<file path="src/rtl/seg_scan_ctrl.sv">
// seg_scan_ctrl: scan sequencer for a 4-digit multiplexed seven-segment display with a double-buffered word.
// Optional build macro LZ_BLANK_EN enables leading-zero suppression on digits 1..3.
module seg_scan_ctrl #(
    parameter int DIGIT_CYC = 4,
    parameter int BLANK_CYC = 1
) (
    input  logic        clk,
    input  logic        rst_n,
    input  logic        pl,
    input  logic        en,
    input  logic [15:0] din,
    output logic [3:0]  nib,
    output logic [3:0]  an,
    output logic [1:0]  scan_idx,
    output logic        ld_ack,
    output logic        frame_done
);

    localparam int CNT_MAX = (DIGIT_CYC > BLANK_CYC) ? DIGIT_CYC : BLANK_CYC;
    localparam int CW      = (CNT_MAX > 1) ? $clog2(CNT_MAX) : 1;
    localparam logic [CW-1:0] BLANK_LAST = CW'(BLANK_CYC - 1);
    localparam logic [CW-1:0] DIGIT_LAST = CW'(DIGIT_CYC - 1);

    typedef enum logic [1:0] {
        ST_OFF   = 2'd0,
        ST_BLANK = 2'd1,
        ST_SHOW  = 2'd2
    } state_t;

    state_t        state_q, state_d;
    logic [CW-1:0] cnt_q, cnt_d;
    logic [1:0]    idx_q, idx_d;
    logic [15:0]   disp_q, disp_d;
    logic [15:0]   shadow_q, shadow_d;
    logic          pend_q, pend_d;
    logic [3:0]    nib_q, nib_d;
    logic [3:0]    an_q, an_d;
    logic          ld_ack_q, ld_ack_d;
    logic          frame_done_q, frame_done_d;
    logic          lit_d;

    always_comb begin
        state_d      = state_q;
        cnt_d        = cnt_q;
        idx_d        = idx_q;
        disp_d       = disp_q;
        shadow_d     = shadow_q;
        pend_d       = pend_q;
        ld_ack_d     = 1'b0;
        frame_done_d = 1'b0;

        case (state_q)
            ST_OFF: begin
                if (en) begin
                    state_d = ST_BLANK;
                    idx_d   = 2'd0;
                    cnt_d   = '0;
                end
            end
            ST_BLANK: begin
                if (!en) begin
                    state_d = ST_OFF;
                    idx_d   = 2'd0;
                    cnt_d   = '0;
                end else if (cnt_q == BLANK_LAST) begin
                    state_d = ST_SHOW;
                    cnt_d   = '0;
                end else begin
                    cnt_d = cnt_q + CW'(1);
                end
            end
            ST_SHOW: begin
                if (!en) begin
                    state_d = ST_OFF;
                    idx_d   = 2'd0;
                    cnt_d   = '0;
                end else if (cnt_q == DIGIT_LAST) begin
                    state_d = ST_BLANK;
                    cnt_d   = '0;
                    idx_d   = idx_q + 2'd1;
                    // Frame boundary: the only point where a pending word may become visible.
                    if (idx_q == 2'd3) begin
                        frame_done_d = 1'b1;
                        if (pend_q) begin
                            disp_d   = shadow_q;
                            pend_d   = 1'b0;
                            ld_ack_d = 1'b1;
                        end
                    end
                end else begin
                    cnt_d = cnt_q + CW'(1);
                end
            end
            default: begin
                state_d = ST_OFF;
                idx_d   = 2'd0;
                cnt_d   = '0;
            end
        endcase

        // A load overrides the commit's pending clear, so a word captured on the commit edge waits a frame.
        if (pl) begin
            shadow_d = din;
            if (state_q == ST_OFF) begin
                disp_d   = din;
                pend_d   = 1'b0;
                ld_ack_d = 1'b1;
            end else begin
                pend_d = 1'b1;
            end
        end
    end

    always_comb begin
`ifdef LZ_BLANK_EN
        lit_d = (idx_d == 2'd0) || ((disp_d >> {idx_d, 2'b00}) != 16'd0);
`else
        lit_d = 1'b1;
`endif
        nib_d = 4'd0;
        an_d  = 4'd0;
        if (state_d != ST_OFF) begin
            nib_d = disp_d[{idx_d, 2'b00} +: 4];
        end
        if ((state_d == ST_SHOW) && lit_d) begin
            an_d = 4'b0001 << idx_d;
        end
    end

    always_ff @(posedge clk or negedge rst_n) begin
        if (!rst_n) begin
            state_q      <= ST_OFF;
            cnt_q        <= '0;
            idx_q        <= 2'd0;
            disp_q       <= 16'd0;
            shadow_q     <= 16'd0;
            pend_q       <= 1'b0;
            nib_q        <= 4'd0;
            an_q         <= 4'd0;
            ld_ack_q     <= 1'b0;
            frame_done_q <= 1'b0;
        end else begin
            state_q      <= state_d;
            cnt_q        <= cnt_d;
            idx_q        <= idx_d;
            disp_q       <= disp_d;
            shadow_q     <= shadow_d;
            pend_q       <= pend_d;
            nib_q        <= nib_d;
            an_q         <= an_d;
            ld_ack_q     <= ld_ack_d;
            frame_done_q <= frame_done_d;
        end
    end

    assign nib        = nib_q;
    assign an         = an_q;
    assign scan_idx   = idx_q;
    assign ld_ack     = ld_ack_q;
    assign frame_done = frame_done_q;

endmodule

</file>
<file path="config.mk">
export PLATFORM = sky130hd
export DESIGN_NAME = seg_scan_ctrl
export DESIGN_NICKNAME = d
export VERILOG_FILES = /design/src/rtl/seg_scan_ctrl.sv
export SDC_FILE = /design/constraint.sdc
export NUM_CORES = 1
export LEC_CHECK = 0
export BUFFER_PORTS_ARGS = -buffer_cell sky130_fd_sc_hd__buf_2
export CAP_MARGIN = 15
export CORE_ASPECT_RATIO = 0.6
export CORE_MARGIN = 2
export CORE_UTILIZATION = 30
export CTS_BUF_LIST = sky130_fd_sc_hd__clkbuf_4 sky130_fd_sc_hd__clkbuf_8 sky130_fd_sc_hd__clkbuf_16
export CTS_CLUSTER_SIZE = 28
export DETAILED_ROUTE_END_ITERATION = 10
export PLACE_DENSITY = 0.59
export SKIP_LAST_GASP = 1
export SYNTH_ARGS = -nofsm -noshare
export SYNTH_HDL_FRONTEND = slang
export SYNTH_SLANG_ARGS = --single-unit
export TNS_END_PERCENT = 20
</file>
<file path="constraint.sdc">
create_clock -name clk -period 2.1 [get_ports clk]
set_input_delay 0.105 -clock clk [delete_from_list [all_inputs] [get_ports clk]]
set_output_delay 0.105 -clock clk [all_outputs]
set_load 0.005 [all_outputs]
</file>
==> flow_summary.ini <==
[worst_setup_path]
cp_data_required_time_ps = 2310
r2r_end = nib[3]
worstSetupPathType = flip-flop to flip-flop
cpPeakStageDelay_ps = 430
rr_worst_depth = 6
r2r-start = cnt_q[1]
cp.arrival_ps = 2200
crit_fanout = 4
reg2reg_slack_ps = 110
cpMaxStageDelayCell = nor3_1
critPathLaunchType = flip-flop
end_kind = flip-flop
path_cells = ha_1 > xnor2_1 > o211ai_1 > nor3_1 > a22oi_1 > a21oi_1

[global_route]
grtUsageTotal = 0.138
antenna_found_initial = 0
grt_overflow = 0
grt_max_degree = 32
grt_pass1_vias = 1638
grt_first_pass_wirelength_um = 9220

[worst_hold_path]
hold_path.class = primary input to flip-flop
whs_path_depth = 2
min_from = din[7]
hold_end = shadow_q[7]

[logic_synthesis]
synth_nets = 246
synthDistinctLibCells = 43
synth_area_leaders = dfrtp_1 (51%), mux2_2 (7.9%), ha_1 (4.7%), a31oi_1 (3.9%), nand3_1 (3.5%)
postSynthCellCount = 217
yosysTopAreaCell = dfrtp_1
synth_area_mm2 = 0.00242
ys_ff_latch = 49
synth_top_area_frac = 0.508
yosys_warnings = 0
ys_seq_area_frac = 0.508
syn_area_per_cell_um2 = 11.1

[layout]
final_area_mm2 = 0.00285
diodes = 0
finalNetCount = 281
final_cell_mix = dfrtp_1 (49), buf_2 (31), nor2_1 (19)
layout_commonest_cell = dfrtp_1
drive_gt1_frac = 0.320
num-fill-cells = 776
area_growth_pct = 18.0

[power]
total_power_uw = 3290
power.density_mw_per_mm2 = 1150
leakage_uw = 0.00122
ir_worst_vdd_v = 0.000351

[sta]
timing.final.crit_share = 0.949
maxSlewViolCount = 0
relSlewSlack = 0.685
period_minus_slack_ps = 1990
setup_viol = 0
max_freq_mhz = 502
final-hold-violation-count = 0
max_slew.worst_pin.slew_ps = 469
fin_skew_ps = 5.15

[job]
drv_cap = 0

[cts]
cts_root_buf = clkbuf_16
cts.clk_slew.worst_paths_ps = 60
cts_buffers = 5
clk_path_buf_depth = 2
htreeDepth = 2
tritoncts = yes
insertion_delay_ps = 290
clock_sinks = 49

[detailed_routing]
first_pass_iters = 5
ant_nets = 0
vias = 1784
viasPerCell = 4.94
drt_iter0_drc = 130
wl_um = 5760
drc = 0
wire_per_inst_um = 16.0

[die]
die_w_um = 120
die_h_um = 73.5
fp.dieArea_mm2 = 0.00881
io_pins = 32
row_count = 25
initial_core_util = 0.308
core-area_mm2 = 0.00785

[run_status]
status = complete, no violations

[place]
routabilityCongestion = 0.799
io_buffers = 31
post_dp_cell_area_mm2 = 0.00268
dp_hpwl_um = 4150
-- state kept, by name, summed over array words and instances, names as in the netlist --
name and count:
an 4, cnt_q 2, disp_q 16, frame_done 1
ld_ack 1, nib 4, pend_q 1, scan_idx 2
shadow_q 16, state_q 2
-- routing by layer --
metal	track usage	vias to the layer above	routed length, µm
li1	-	857	-
met1	0.225	865	3160
met2	0.172	57	2140
met3	0.0388	5	415
met4	0.0314	0	45
met5	0	-	0
-- through the flow --
stage | cells | setup WS (ps) | setup TNS [ps] | hold WS, ps | utilization
6_report | 361 | 106 | 0 | 61.7 | 0.363
2_1_floorplan | 217 | 327 | 0 | -191 | -
4_1_cts | 360 | 48.9 | 0 | 60.3 | 0.361
3_3_place_gp | 351 | 128 | 0 | 61.7 | 0.341
5_1_grt | 361 | -11.0 | -11.1 | 60.2 | 0.363
3_5_place_dp | 351 | 41.7 | 0 | 60.0 | 0.341
-- final cells by class --
class / count / area, µm² / share of cell area
Clock buffer: 8 / 148 / 0.0518
Sequential cell: 49 / 1230 / 0.430
Tap cell: 108 / 135 / 0.0474
Inverter: 12 / 46.3 / 0.0162
Timing Repair Buffer: 41 / 233 / 0.0817
Multi-Input combinational cell: 143 / 1060 / 0.373
-- where the power goes --
| part | switching (µW) | internal [µW] | total [µW] |
|---|---|---|---|
| Combinational | 753 | 421 | 1170 |
| Clock | 336 | 483 | 818 |
| Sequential | 90.7 | 1200 | 1300 |
| Total | 1180 | 2110 | 3290 |
-- synth_stat cells (all sizes together) --
cell type	count
a21oi	6
inv	11
xnor2	1
nand4	2
mux2	17
nor2b	1
a32oi	1
a22oi	8
nand3b	2
or2	1
buf	10
a2111oi	1
nand3	18
nand2	4
o32ai	1
nor2	20
o2111ai	1
o21ai	19
o211ai	1
clkbuf	3
a221oi	1
ha	9
o211a	1
clkinv	1
nor3	5
o31ai	1
nor3b	1
a21o	2
dfrtp	49
mux2i	1
a31oi	17
a2bb2oi	1
-- worst max path at each step --
stage	startpoint	cells past startpoint	endpoint	slack [ps]
4_1_cts	state_q[0]	6	an[2]	50
5_1_grt	cnt_q[1]	6	nib[0]	-10
3_5_place_dp	state_q[0]	6	an[2]	40
6_report	cnt_q[1]	6	nib[3]	110
2_1_floorplan	state_q[0]	8	nib[0]	330
3_3_place_gp	state_q[0]	7	nib[0]	130
-- worst max-delay path: cells and delay by family, from the launching register on --
family                   cells  cell delay (ps)
AO/OA/AOI/OAI                3              520
adder cells (fa/ha/maj)      1              270
XOR/XNOR                     1              280
flip-flops                   1              410
AND/OR/NAND/NOR              1              430
-- repair_timing --
action | CTS | global route
hold endpoints to repair | 18 | 0
gates resized for setup | 0 | 3
hold buffers | 1 | 0
buffers inserted | 0 | 1
setup endpoints to repair | 0 | 7
-- logic make-up (layout without fill, tap and decap cells) --
group	after synthesis	count (layout)	share of synthesized area
AND/OR/NAND/NOR	54	54	0.121
buffers and inverters	25	61	0.0559
multiplexers	18	18	0.0834
flip-flops	49	49	0.508
adder cells (fa/ha/maj)	9	9	0.0466
AO/OA/AOI/OAI	61	61	0.182
XOR/XNOR	1	1	0.00363
Note: power is estimated with default switching activity, not from simulation.
